**src/rtl/traffic_lights_multi.sv**
```systemverilog
// N-approach intersection controller: one approach at a time cycles through
// red+yellow / green / blinking green / yellow / all-red, or all heads blink yellow.
module traffic_lights_multi #(
  parameter  int N_DIR        = 4,
  parameter  int TICKS_PER_MS = 2,
  parameter  int BLINK_Y_MS   = 5,
  parameter  int G_BLINK_T    = 4,
  parameter  int STATE_RY_MS  = 3,
  parameter  int DEF_G_MS     = 10,
  parameter  int DEF_Y_MS     = 4,
  parameter  int DEF_CLR_MS   = 2,
  localparam int DIR_W        = $clog2(N_DIR)
) (
  input  logic             clk_i,
  input  logic             srst_i,
  input  logic [2:0]       cmd_type_i,
  input  logic             cmd_valid_i,
  input  logic [DIR_W-1:0] cmd_dir_i,
  input  logic [15:0]      cmd_data_i,
  input  logic [N_DIR-1:0] req_i,
  output logic [N_DIR-1:0] red_o,
  output logic [N_DIR-1:0] yellow_o,
  output logic [N_DIR-1:0] green_o
);

  localparam int CNT_W  = 16 + $clog2(TICKS_PER_MS) + 1;
  localparam int HALF   = BLINK_Y_MS * TICKS_PER_MS / 2;
  localparam int HALF_W = $clog2(HALF + 1);

  typedef enum logic [2:0] {
    S_OFF, S_UNREG, S_RY, S_GREEN, S_GBLINK, S_YELLOW, S_ALLRED
  } state_t;

  typedef enum logic [2:0] {
    CMD_ON, CMD_OFF, CMD_UNREG, CMD_SET_GREEN,
    CMD_SET_YELLOW, CMD_SET_CLEAR, CMD_SKIP_EN, CMD_RSVD
  } cmd_t;

  state_t             st, st_n;
  cmd_t               cmd;
  logic [DIR_W-1:0]   dir, dir_n, nxt_dir, cand;
  logic [CNT_W-1:0]   cnt, cnt_n, dur;
  logic [HALF_W-1:0]  hcnt, hcnt_n;
  logic               blk, blk_n;
  logic               running, expire, found;
  logic [N_DIR-1:0]   dem, dem_n;
  logic [N_DIR-1:0]   red_n, yellow_n, green_n;
  logic [15:0]        g_time [N_DIR];
  logic [15:0]        y_time, clr_time;
  logic               skip_en;

  always_comb cmd = cmd_t'(cmd_type_i);

  always_comb begin
    dur = '1;
    case (st)
      S_RY:     dur = CNT_W'(STATE_RY_MS * TICKS_PER_MS);
      S_GREEN:  dur = CNT_W'(g_time[dir]) * CNT_W'(TICKS_PER_MS);
      S_GBLINK: dur = CNT_W'(2 * HALF * G_BLINK_T);
      S_YELLOW: dur = CNT_W'(y_time) * CNT_W'(TICKS_PER_MS);
      S_ALLRED: dur = CNT_W'(clr_time) * CNT_W'(TICKS_PER_MS);
      default:  dur = '1;
    endcase
  end

  assign running = (st != S_OFF) && (st != S_UNREG);
  assign expire  = running && (cnt == dur - CNT_W'(1));

  // Round-robin search starting after the active approach; the active one is tried last.
  always_comb begin
    found   = 1'b0;
    cand    = '0;
    nxt_dir = DIR_W'((32'(dir) + 32'd1) % unsigned'(N_DIR));
    for (int unsigned i = 1; i <= unsigned'(N_DIR); i++) begin
      cand = DIR_W'((32'(dir) + i) % unsigned'(N_DIR));
      if (skip_en && !found && dem[cand]) begin
        nxt_dir = cand;
        found   = 1'b1;
      end
    end
  end

  always_comb begin
    st_n   = st;
    dir_n  = dir;
    cnt_n  = cnt + CNT_W'(1);
    hcnt_n = hcnt;
    blk_n  = blk;
    if (st == S_UNREG || st == S_GBLINK) begin
      if (hcnt == HALF_W'(HALF - 1)) begin
        hcnt_n = '0;
        blk_n  = ~blk;
      end else begin
        hcnt_n = hcnt + HALF_W'(1);
      end
    end
    if (expire) begin
      cnt_n = '0;
      case (st)
        S_RY:     st_n = S_GREEN;
        S_GREEN: begin
          st_n   = S_GBLINK;
          hcnt_n = '0;
          blk_n  = 1'b0;
        end
        S_GBLINK: st_n = S_YELLOW;
        S_YELLOW: st_n = S_ALLRED;
        S_ALLRED: begin
          st_n  = S_RY;
          dir_n = nxt_dir;
        end
        default: ;
      endcase
    end
    // State-changing commands take precedence over a phase expiry in the same cycle.
    if (cmd_valid_i) begin
      case (cmd)
        CMD_ON: if (!running) begin
          st_n  = S_RY;
          dir_n = '0;
          cnt_n = '0;
        end
        CMD_OFF: begin
          st_n  = S_OFF;
          cnt_n = '0;
        end
        CMD_UNREG: begin
          st_n   = S_UNREG;
          cnt_n  = '0;
          hcnt_n = '0;
          blk_n  = 1'b1;
        end
        default: ;
      endcase
    end
  end

  always_comb begin
    dem_n = dem | req_i;
    if (st_n == S_GREEN && st != S_GREEN) dem_n[dir_n] = 1'b0;
  end

  always_comb begin
    red_n    = '0;
    yellow_n = '0;
    green_n  = '0;
    case (st_n)
      S_UNREG: yellow_n = {N_DIR{blk_n}};
      S_RY: begin
        red_n           = '1;
        yellow_n[dir_n] = 1'b1;
      end
      S_GREEN: begin
        red_n          = '1;
        red_n[dir_n]   = 1'b0;
        green_n[dir_n] = 1'b1;
      end
      S_GBLINK: begin
        red_n          = '1;
        red_n[dir_n]   = 1'b0;
        green_n[dir_n] = blk_n;
      end
      S_YELLOW: begin
        red_n           = '1;
        red_n[dir_n]    = 1'b0;
        yellow_n[dir_n] = 1'b1;
      end
      S_ALLRED: red_n = '1;
      default: ;
    endcase
  end

  always_ff @(posedge clk_i) begin
    if (srst_i) begin
      st       <= S_OFF;
      dir      <= '0;
      cnt      <= '0;
      hcnt     <= '0;
      blk      <= 1'b0;
      dem      <= '0;
      red_o    <= '0;
      yellow_o <= '0;
      green_o  <= '0;
    end else begin
      st       <= st_n;
      dir      <= dir_n;
      cnt      <= cnt_n;
      hcnt     <= hcnt_n;
      blk      <= blk_n;
      dem      <= dem_n;
      red_o    <= red_n;
      yellow_o <= yellow_n;
      green_o  <= green_n;
    end
  end

  always_ff @(posedge clk_i) begin
    if (srst_i) begin
      for (int unsigned k = 0; k < unsigned'(N_DIR); k++) g_time[k] <= 16'(DEF_G_MS);
      y_time   <= 16'(DEF_Y_MS);
      clr_time <= 16'(DEF_CLR_MS);
      skip_en  <= 1'b0;
    end else if (cmd_valid_i) begin
      if (cmd == CMD_SKIP_EN) skip_en <= cmd_data_i[0];
      if (st == S_UNREG && cmd_data_i != '0) begin
        case (cmd)
          CMD_SET_GREEN:
            if (32'(cmd_dir_i) < unsigned'(N_DIR)) g_time[cmd_dir_i] <= cmd_data_i;
          CMD_SET_YELLOW: y_time   <= cmd_data_i;
          CMD_SET_CLEAR:  clr_time <= cmd_data_i;
          default: ;
        endcase
      end
    end
  end

endmodule

```
**config.mk**
```make
export PLATFORM = sky130hd
export DESIGN_NAME = traffic_lights_multi
export DESIGN_NICKNAME = d
export VERILOG_FILES = /design/src/rtl/traffic_lights_multi.sv
export SDC_FILE = /design/constraint.sdc
export NUM_CORES = 1
export LEC_CHECK = 0
export BUFFER_PORTS_ARGS = -buffer_cell sky130_fd_sc_hd__clkbuf_2
export CAP_MARGIN = 20
export CORE_ASPECT_RATIO = 0.9
export CORE_MARGIN = 5
export CORE_UTILIZATION = 60
export CTS_BUF_LIST = sky130_fd_sc_hd__clkbuf_16
export CTS_CLUSTER_DIAMETER = 40
export CTS_CLUSTER_SIZE = 40
export DETAILED_ROUTE_END_ITERATION = 10
export PLACE_DENSITY = 0.78
export SLEW_MARGIN = 25
export SYNTH_ARGS = -nofsm -noshare
export SYNTH_HDL_FRONTEND = slang
export SYNTH_SLANG_ARGS = --single-unit
```
**constraint.sdc**
```tcl
create_clock -name clk_i -period 7 [get_ports clk_i]
set_input_delay 0.7 -clock clk_i [delete_from_list [all_inputs] [get_ports clk_i]]
set_output_delay 0.7 -clock clk_i [all_outputs]
set_load 0.05 [all_outputs]
```
### Word-level counts from Yosys, hierarchy flattened

Memories as Yosys holds them, arrays and structs flattened. A register that Yosys moved wholly into a read port is not among the register bits.
Index checks and enable logic that the tools add are counted.
Widths: inputs -> output; s select.

| storage, ports and cells | value |
|---|---|
| register bits after elaboration | 76 |
| memory bits (writable) | 64 |
| input port bits | 28 |
| output and inout bits | 12 |
| memories kept | 1 |

Memories:

| memory | depth | width | read ports | clocked after memory_dff | wr ports | RTL line | text |
|---|---|---|---|---|---|---|---|
| g_time | 4 | 16 | 1 | 1 | 4 | 48 | `logic [15:0] g_time [N_DIR];` |

| cells by class | value |
|---|---|
| add/sub/neg operators | 7 |
| order comparisons | 6 |
| equal/unequal tests | 22 |
| mux-type cells | 58 |
| bitwise gates (word level) | 5 |
| reduce and logical (&&, ||, !) cells | 27 |

Operator list:

| cell | number |
|---|---|
| $pmux 18 s5 | 1 |
| $mux 18 | 3 |
| $pmux 18 s2 | 1 |
| $eq 3x3->1 const B | 10 |
| $mux 3 | 9 |
| $pmux 4 s2 | 3 |
| $mux 1 | 22 |
| $mux 2 | 10 |
| $add 18x1->18 const B | 1 |
| $eq 18x18->1 | 1 |
| $eq 3x2->1 const B | 6 |
| $sub 18x1->18 const B | 1 |
| $mux 16 | 1 |
| $reduce_bool 16->1 | 1 |
| $reduce_or 16->1 | 1 |
| $lt 2x3->1 const B | 5 |
| $pmux 3 s5 | 1 |
| $logic_and 1x1->1 | 12 |
| $eq 3x1->1 const B | 3 |
| $pmux 3 s3 | 1 |
| $and 4x4->4 | 2 |
| $bmux 1 s2 | 4 |
| $reduce_and 3->1 | 2 |
| $reduce_or 2->1 | 3 |
| other kinds (17) | 21 |

### Logic depth before layout (Yosys ltp)

Gate-level depths: netlist of run 1.

| depth | value |
|---|---|
| depth after elaboration | 29 |
| depth in mapped cells | 19 |
| gate-level depth less buffers | 16 |

### Worst setup path after synthesis of run 1

OpenSTA, ideal clock, no wires.

| timing path | value |
|---|---|
| path type | reg2reg |
| start point | register st[0] |
| end point | register green_o[0] |
| library setup time | 0.070 ns |
| arrival time | 4.497 ns |
| slack | 2.433 ns |
| cell stages (with the launch flop) | 20 |
| buffers on the path | 5 |
| clock period less this slack | 4.567 ns |
| cell sequence | dfxtp_1 > clkbuf_1 > buf_2 > buf_1 > nand2_1 > nor2_1 > a221o_1 > ha_1 > and3b_1 > nand3_1 > or3_1 > a211oi_1 > nand4b_1 > a21o_1 > buf_6 > or4_4 > and2_1 > buf_6 > or4_4 > a21oi_1 |

| on the way | value |
|---|---|
| cells in the longest elaborated chain, start to end | 15 |

RTL lines:

| item | RTL line | text |
|---|---|---|
| start: declaration | 39 | `state_t st, st_n;` |
| start signal: assignment | 185 | `st <= st_n;` |
| $eq 3x3->1, or another cell as far along | 56, 99 |  |
| $pmux 18 s5 | 56 | `case (st)` |
| $sub 18x1->18 | 67 | `assign expire = running && (cnt == dur - CNT_W'(1));` |
| $eq 18x18->1 | 67 |  |
| $logic_and 1x1->1 | 67 |  |
| $mux 2 | 97 | `if (expire) begin` |
| $mux 2 | 118 | `CMD_ON: if (!running) begin` |
| $mux 2 | 117 | `case (cmd)` |
| $mux 2 | 116 | `if (cmd_valid_i) begin` |
| $lt 2x3->1 (implied by the code) / $ge 2x1->1 (equally long branches) | 156, 161 |  |
| $logic_and 1x1->1 (implied by the code) | 156, 161 |  |
| $mux 1 (implied by the code) | 156, 161 |  |
| $demux 1 s2 | 156, 161 |  |
| $and 4x4->4 (no source line) | -- |  |
| $pmux 4 s2 * | 147 | `case (st_n)` |
| end signal: assignment | 193 | `green_o <= green_n;` |
| end: declaration | 23 | `output logic [N_DIR-1:0] green_o` |

Mark *: on every way between the ends. The rest lies on a longest branch, timed or not.
A chain may end at the register's enable or synchronous reset.

### Worst setup path after layout of run 1

| timing path | value |
|---|---|
| start point | register dir[0] |
| end point | register yellow_o[0] |

| on the way | value |
|---|---|
| cells in the longest elaborated chain, start to end | 27 |

RTL lines:

| item | RTL line | text |
|---|---|---|
| start: declaration | 41 | `logic [DIR_W-1:0] dir, dir_n, nxt_dir, cand;` |
| start signal: assignment | 186 | `dir <= dir_n;` |
| $add 2x1->2 | 73, 75 |  |
| $bmux 1 s2 | 76 | `if (skip_en && !found && dem[cand]) begin` |
| $mux 1 (implied by the code) | 76 |  |
| $logic_and 1x1->1 | 76 |  |
| $mux 1 | 76 |  |
| $logic_not 1->1 | 76 |  |
| $logic_and 1x1->1 (2 in a row) | 76 |  |
| $mux 1 | 76 |  |
| [10 not listed] | -- |  |
| $mux 2 | 118 |  |
| $mux 2 | 117 |  |
| $mux 2 * | 116 |  |
| $lt 2x3->1 (implied by the code) / $ge 2x1->1 (equally long branches) | 151, 166 |  |
| $logic_and 1x1->1 (implied by the code) | 151, 166 |  |
| $mux 1 (implied by the code) | 151, 166 |  |
| $demux 1 s2 * | 151, 166 |  |
| $pmux 4 s2 * | 147 |  |
| end signal: assignment | 192 | `yellow_o <= yellow_n;` |
| end: declaration | 22 | `output logic [N_DIR-1:0] yellow_o,` |

Mark *: on every way between the ends. The rest lies on a longest branch, timed or not. The select of a mux whose other input is x is not followed.

==> results.sh, run 1 <==
export IMPL_status="finished, final reports clean"
export IMPL_postCtsHoldBufs=0
export IMPL_fillers=973
export IMPL_crit_path_start_kind="flip-flop"
export IMPL_port_buffers=39
export IMPL_wl_per_cell_um=19.1
export IMPL_post_cts_buffers=0
export IMPL_grt_remaining_overflow=0
export IMPL_ys_warn_count=0
export IMPL_finalMaxSlewViolations=0
export IMPL_hold_start="clr_time[1]$_SDFFE_PP1P_"
export IMPL_h_tree_depth=4
export IMPL_multiInputGateArea_um2=4020
export IMPL_ys_ff_latch=140
export IMPL_avgSynthCellArea_um2=9.91
export IMPL_whs_path_depth=1
export IMPL_grt_pass1_wl_um=30300
export IMPL_final_util=0.676
export IMPL_n_antenna_cell=0
export IMPL_synth_ff_type="dfxtp_1"
export IMPL_seq_area_frac_synth=0.448
export IMPL_drc=0
export IMPL_cts_buffers=17
export IMPL_syn_inst=776
export IMPL_fin_nets=832
export IMPL_die_area_um2=15200
export IMPL_max_clock_freq_mhz=192
export IMPL_num_rows=39
export IMPL_insertion_delay_ns=0.42
export IMPL_peakVddDrop_uv=213
export IMPL_start_util=0.608
export IMPL_areaGrowthSynthToFinish_pct=11.1
export IMPL_cellLeakagePower_nw=3.23
export IMPL_crit_arrival_ns=5.54
export IMPL_finalCritPeriodShare=0.744
export IMPL_fin_tns_setup_ns=0
export IMPL_worstPathRequired_ns=7.33
export IMPL_drtIter0Drc=662
export IMPL_fin_crit_ns=5.21
export IMPL_core_region_area_um2=12600
export IMPL_synthTopCellsByArea="edfxtp_1, dfxtp_1, mux2i_1, nor2_1, and2_1"
export IMPL_cts_sinks=140
export IMPL_timing_rr_start="dir[0]$_SDFF_PP0_"
export IMPL_first_pass_iters=5
export IMPL_endpoint_kind="flip-flop"
export IMPL_via_per_inst=6.21
export IMPL_drt_total_wl_um=18600
export IMPL_r2r_end="yellow_o[0]$_SDFF_PP0_"
export IMPL_detail_route_antenna_nets=0
export IMPL_root_buffer="clkbuf_16"
export IMPL_finalSetupViolations=0
export IMPL_crit_path_max_fanout=34
export IMPL_criticalPathCategory="flip-flop to flip-flop"
export IMPL_cts_resized=0
export IMPL_ys_types=72
export IMPL_grt_setup_unrepaired="no"
export IMPL_hold_violations=0
export IMPL_synth_edf_count=64
export IMPL_synth_nets=808
export IMPL_die_y_um=117
export IMPL_yosys_area_top_type="edfxtp_1"
export IMPL_yosysTopAreaCellShare=0.250
export IMPL_grt_max_degree=53
export IMPL_seq_area_um2=3440
export IMPL_rrSetupSlack_ns=1.79
export IMPL_power_density_nw_per_um2=227
export IMPL_cts_clk_slew_worst_paths_ns=0.06
export IMPL_antenna_found_initial=0
export IMPL_fin_skew_ns=0.0105
export IMPL_grt_pass1_vias=5811
export IMPL_cts_max_path_buffers=2
export IMPL_slew_limit_headroom=0.280
export IMPL_grt_use_total=0.252
export IMPL_place_hpwl_um=13400
export IMPL_drv_cap=0
export IMPL_vias=6064
export IMPL_tightest_slew_ns=1.08
export IMPL_worstRegToRegCells=12
export IMPL_place_gp_congestion=1.01
export IMPL_hold_end="clr_time[1]$_SDFFE_PP1P_"
export IMPL_hold_path_class="flip-flop to flip-flop"
export IMPL_power_mw=1.94
export IMPL_async_flop_share=0
export IMPL_drive_gt1_frac=0.141
export IMPL_pin_count=40
export IMPL_die_x_um=129
export IMPL_syn_area_um2=7690
export IMPL_cts_tree="yes"
==> logic make-up (layout without fill, tap and decap cells) <==
logic type,after synthesis,count (layout),synth area share
muxes,65,65,0.114
and+or+nand+nor,343,343,0.238
xor gates and xnor gates,37,37,0.0421
adders and majority gates,4,4,0.00651
buffers and inverters,52,89,0.0306
AOI/OAI and AO/OA,135,135,0.121
DFF,140,140,0.448
==> report_power, final <==
part           internal (mW)  switching [mW]
registers              0.873          0.0131
logic                 0.0513           0.106
clock network          0.553           0.338
==> final cells by class <==
| class | count | share of cell area |
|---|---|---|
| flip-flops and latches | 140 | 0.403 |
| clock buffers | 17 | 0.0498 |
| clock inverters | 15 | 0.0186 |
| well taps | 164 | 0.0240 |
| multi-input cells | 584 | 0.471 |
| inverters | 11 | 0.00483 |
| repair buffers | 46 | 0.0290 |
==> cell usage in the layout, fill, tap and decap left out, types with 4 or more instances in the layout <==
master     count
a211oi_1      12
a21o_1         7
a21oi_1       26
a221oi_1       4
a22oi_1        6
and2_1        62
and3_1        15
and3b_1        5
buf_4          7
clkbuf_16     17
clkbuf_2      39
dfxtp_1       75
edfxtp_1      64
ha_1           4
inv_1         14
mux2_2         8
mux2i_1       41
mux4_1         4
mux4_2        12
nand2_1       41
nand2b_1      14
nand3_1       25
nand4_1        8
nand4b_1       4
nor2_1       104
nor2b_1        9
nor3_1        14
nor3b_1        6
nor4_1         6
nor4_2         4
o21a_1         8
o21ai_0       30
or2_2          6
or3_1          6
xnor2_1       24
xor2_1        13
==> metal layers <==
metal  vias to the layer above  share of wire  track usage
met4                         0          0.012       0.0630
met5                         -              0            0
met2                       213           0.47        0.389
met1                      2941           0.45        0.361
li1                       2884              -            -
met3                        26          0.068       0.0582
==> synth_stat cells, drive strengths merged, types with 14 or more instances <==
cell    instances
a21oi          26
and2           62
and3           15
clkbuf         28
dfxtp          76
edfxtp         64
mux2i          41
mux4           16
nand2          41
nand2b         14
nand3          25
nor2          104
nor3           15
o21ai          31
xnor2          24
==> per-stage QoR <==
stage	setup slack, ns	cell area [µm²]	hold slack, ns	std cells
floorplan	2.43	7690	0.435	776
global placement	1.93	7950	0.457	945
detailed placement	1.85	7960	0.464	945
CTS	1.82	8540	0.480	977
global route	1.56	8540	0.506	977
finish	1.79	8540	0.488	977
==> worst max-delay path: stages (launching register included) <==
cell,delay [ns]
dfxtp_1,0.35
buf_4,0.44
mux4_1,0.73
o41ai_2,0.45
nand3_1,0.28
or3_1,0.49
or4_1,0.51
nand3_1,0.18
nand3b_1,0.16
nor4b_1,0.60
mux2i_1,0.46
nand3_1,0.20
a211oi_1,0.25
==> worst max path at each step <==
stage / slack, ns / end / cells past startpoint / from
after global routing: 1.56 / dem[2]$_SDFF_PP0_ / 14 / dir[1]$_SDFF_PP0_
final: 1.79 / yellow_o[0]$_SDFF_PP0_ / 12 / dir[0]$_SDFF_PP0_
after CTS: 1.82 / green_o[3]$_SDFF_PP0_ / 14 / st[2]$_SDFF_PP0_
after detailed placement: 1.85 / green_o[3]$_SDFF_PP0_ / 14 / st[2]$_SDFF_PP0_
after global placement: 1.93 / green_o[1]$_SDFF_PP0_ / 14 / st[2]$_SDFF_PP0_
after floorplan: 2.43 / green_o[0]$_SDFF_PP0_ / 19 / st[0]$_SDFF_PP0_
==> state kept, by name (all words and copies together), names as in the netlist <==
signal,cells
dem,4
skip_en,1
red_o,4
clr_time,16
green_o,4
cnt,18
yellow_o,4
dir,2
st,3
y_time,16
g_time,64
blk,1
hcnt,3
Note: power is estimated with default switching activity, not from simulation.
==> run 2, diff against run 1 <==
--- a/config.mk
+++ b/config.mk
@@ -9,12 +9,12 @@
 export CAP_MARGIN = 20
 export CORE_ASPECT_RATIO = 0.9
 export CORE_MARGIN = 5
-export CORE_UTILIZATION = 60
+export CORE_UTILIZATION = 56
 export CTS_BUF_LIST = sky130_fd_sc_hd__clkbuf_16
 export CTS_CLUSTER_DIAMETER = 40
 export CTS_CLUSTER_SIZE = 40
 export DETAILED_ROUTE_END_ITERATION = 10
-export PLACE_DENSITY = 0.78
+export PLACE_DENSITY = 0.77
 export SLEW_MARGIN = 25
 export SYNTH_ARGS = -nofsm -noshare
 export SYNTH_HDL_FRONTEND = slang
==> constraint.sdc (replaced) <==
create_clock -name clk_i -period 4.15 [get_ports clk_i]
set_input_delay 0.415 -clock clk_i [delete_from_list [all_inputs] [get_ports clk_i]]
set_output_delay 0.415 -clock clk_i [all_outputs]
set_load 0.05 [all_outputs]
==> results.sh, run 2 (synthesized netlist as in run 1, its figures left out) <==
export IMPL_cts_sinks=140
export IMPL_criticalPathCategory="flip-flop to flip-flop"
export IMPL_fin_crit_ns=4.27
export IMPL_finalCritPeriodShare=1.03
export IMPL_n_antenna_cell=0
export IMPL_grt_pass1_wl_um=33200
export IMPL_cellLeakagePower_nw=3.79
export IMPL_drive_gt1_frac=0.291
export IMPL_crit_arrival_ns=4.63
export IMPL_drt_total_wl_um=21400
export IMPL_grt_remaining_overflow=0
export IMPL_worstPathRequired_ns=4.51
export IMPL_finalSetupViolations=12
export IMPL_path_delay_family="simple AND/OR/NAND/NOR gates"
export IMPL_power_density_nw_per_um2=353
export IMPL_drv_cap=0
export IMPL_peakVddDrop_uv=332
export IMPL_crit_path_max_fanout=6
export IMPL_slew_limit_headroom=0.367
export IMPL_place_hpwl_um=14800
export IMPL_use_met2=0.431
export IMPL_crit_path_start_kind="flip-flop"
export IMPL_hold_violations=0
export IMPL_layout_common_cells="nor2_1, buf_4, dfxtp_1, edfxtp_1, and2_1"
export IMPL_final_common_cell="nor2_1"
export IMPL_drc=0
export IMPL_crit_slowest_cell="mux4_2"
export IMPL_grt_util_met1=0.345
export IMPL_fin_nets=926
export IMPL_wl_per_cell_um=20.0
export IMPL_die_area_um2=16200
export IMPL_port_buffers=39
export IMPL_cts_clk_slew_worst_paths_ns=0.06
export IMPL_met3_usage=0.0713
export IMPL_core_region_area_um2=13400
export IMPL_power_mw=3.40
export IMPL_place_gp_congestion=1.03
export IMPL_fin_skew_ns=0.0141
export IMPL_setup_slack_ns=-0.124
export IMPL_top_regs="g_time (64), cnt (18)"
export IMPL_insertion_delay_ns=0.44
export IMPL_tightest_slew_ns=0.948
export IMPL_grt_pass1_vias=6423
export IMPL_endpoint_kind="flip-flop"
export IMPL_hold_path_class="input port to flip-flop"
export IMPL_detail_route_antenna_nets=0
export IMPL_grt_busiest_layer="met2"
export IMPL_start_util=0.573
export IMPL_placed_area_um2=8660
export IMPL_die_y_um=121
export IMPL_grt_max_degree=52
export IMPL_fin_area_um2=9620
export IMPL_fin_tns_setup_ns=-0.605
export IMPL_antenna_found_initial=0
export IMPL_vias=6545
export IMPL_max_clock_freq_mhz=234
export IMPL_finalMaxSlewViolations=0
export IMPL_cts_max_path_buffers=2
export IMPL_cts_tree="yes"
export IMPL_num_rows=40
export IMPL_fillers=978
export IMPL_h_tree_depth=4
export IMPL_grt_use_total=0.265
export IMPL_violations="setup timing"
export IMPL_drtIter0Drc=559
export IMPL_cp_num_buf_inv=3
export IMPL_pin_count=40
export IMPL_via_per_inst=6.10
export IMPL_die_x_um=134
export IMPL_first_pass_iters=5
export IMPL_cts_buffers=17
export IMPL_path_cells="buf_12 > mux4_2 > buf_4 > o31ai_4 > nand4_1 > buf_4 > nor4_1 > mux2_4 > o31ai_2 > a21o_1 > or4_4 > and2_4 > or4_4 > a21oi_2"
export IMPL_postCtsHoldBufs=0
export IMPL_max_stage_delay_ns=0.58
export IMPL_largest_register="g_time"
export IMPL_areaGrowthSynthToFinish_pct=25.2
export IMPL_root_buffer="clkbuf_16"
export IMPL_status="finished with violations"
export IMPL_largest_reg_flops=64
export IMPL_grt_setup_unrepaired="yes"
[run 2: cell type report]
type | count | area, µm² | share of cell area
clock inverter | 13 | 169 | 0.0176
sequential | 140 | 3450 | 0.359
clock buffer | 17 | 425 | 0.0442
inverter | 11 | 41.3 | 0.00429
multi-input combinational | 584 | 4310 | 0.448
timing repair buffer | 140 | 1010 | 0.105
tap | 168 | 210 | 0.0218
[run 2: routing by layer]
layer  routed length [µm]  share of wire
met1                 9270           0.43
met2                10300           0.48
met3                 1390          0.065
met4                  410          0.019
met5                    0              0
[run 2: timing repair]
item,in CTS,in global routing
gates resized for setup,29,39
buffers inserted,6,6
endpoints found under the setup margin,17,18
pin swaps,14,23
cloned,1,0
[run 2: worst min-delay path, cell delays in order]
cell      delay, ns
clkbuf_2       0.08
nor2_1         0.08
a211oi_1       0.05
[run 2: final timing paths]
path,from,to,slack (ns),cells after the start
worst max register to register,dir[0]$_SDFF_PP0_,green_o[0]$_SDFF_PP0_,-0.12,14
worst min register to register,clr_time[1]$_SDFFE_PP1P_,clr_time[1]$_SDFFE_PP1P_,0.47,1
worst min-delay path,req_i[1],dem[1]$_SDFF_PP0_,0.25,3
worst max-delay path,dir[0]$_SDFF_PP0_,green_o[0]$_SDFF_PP0_,-0.12,14
[run 2: per-stage QoR]
step | utilization | setup WS, ns | hold WS, ns | instances
after global placement | 0.646 | -0.193 | 0.445 | 1032
after detailed placement | 0.646 | -0.275 | 0.455 | 1032
final | 0.718 | -0.124 | 0.249 | 1073
after floorplan | - | -0.120 | 0.435 | 776
after global routing | 0.718 | -0.246 | 0.262 | 1073
after CTS | 0.704 | -0.0779 | 0.223 | 1069
[run 2: power by group]
part	leakage (nW)	switching [mW]	internal, mW
registers	1.25	0.0247	1.47
logic	2.25	0.206	0.130
clock network	0.284	0.621	0.943
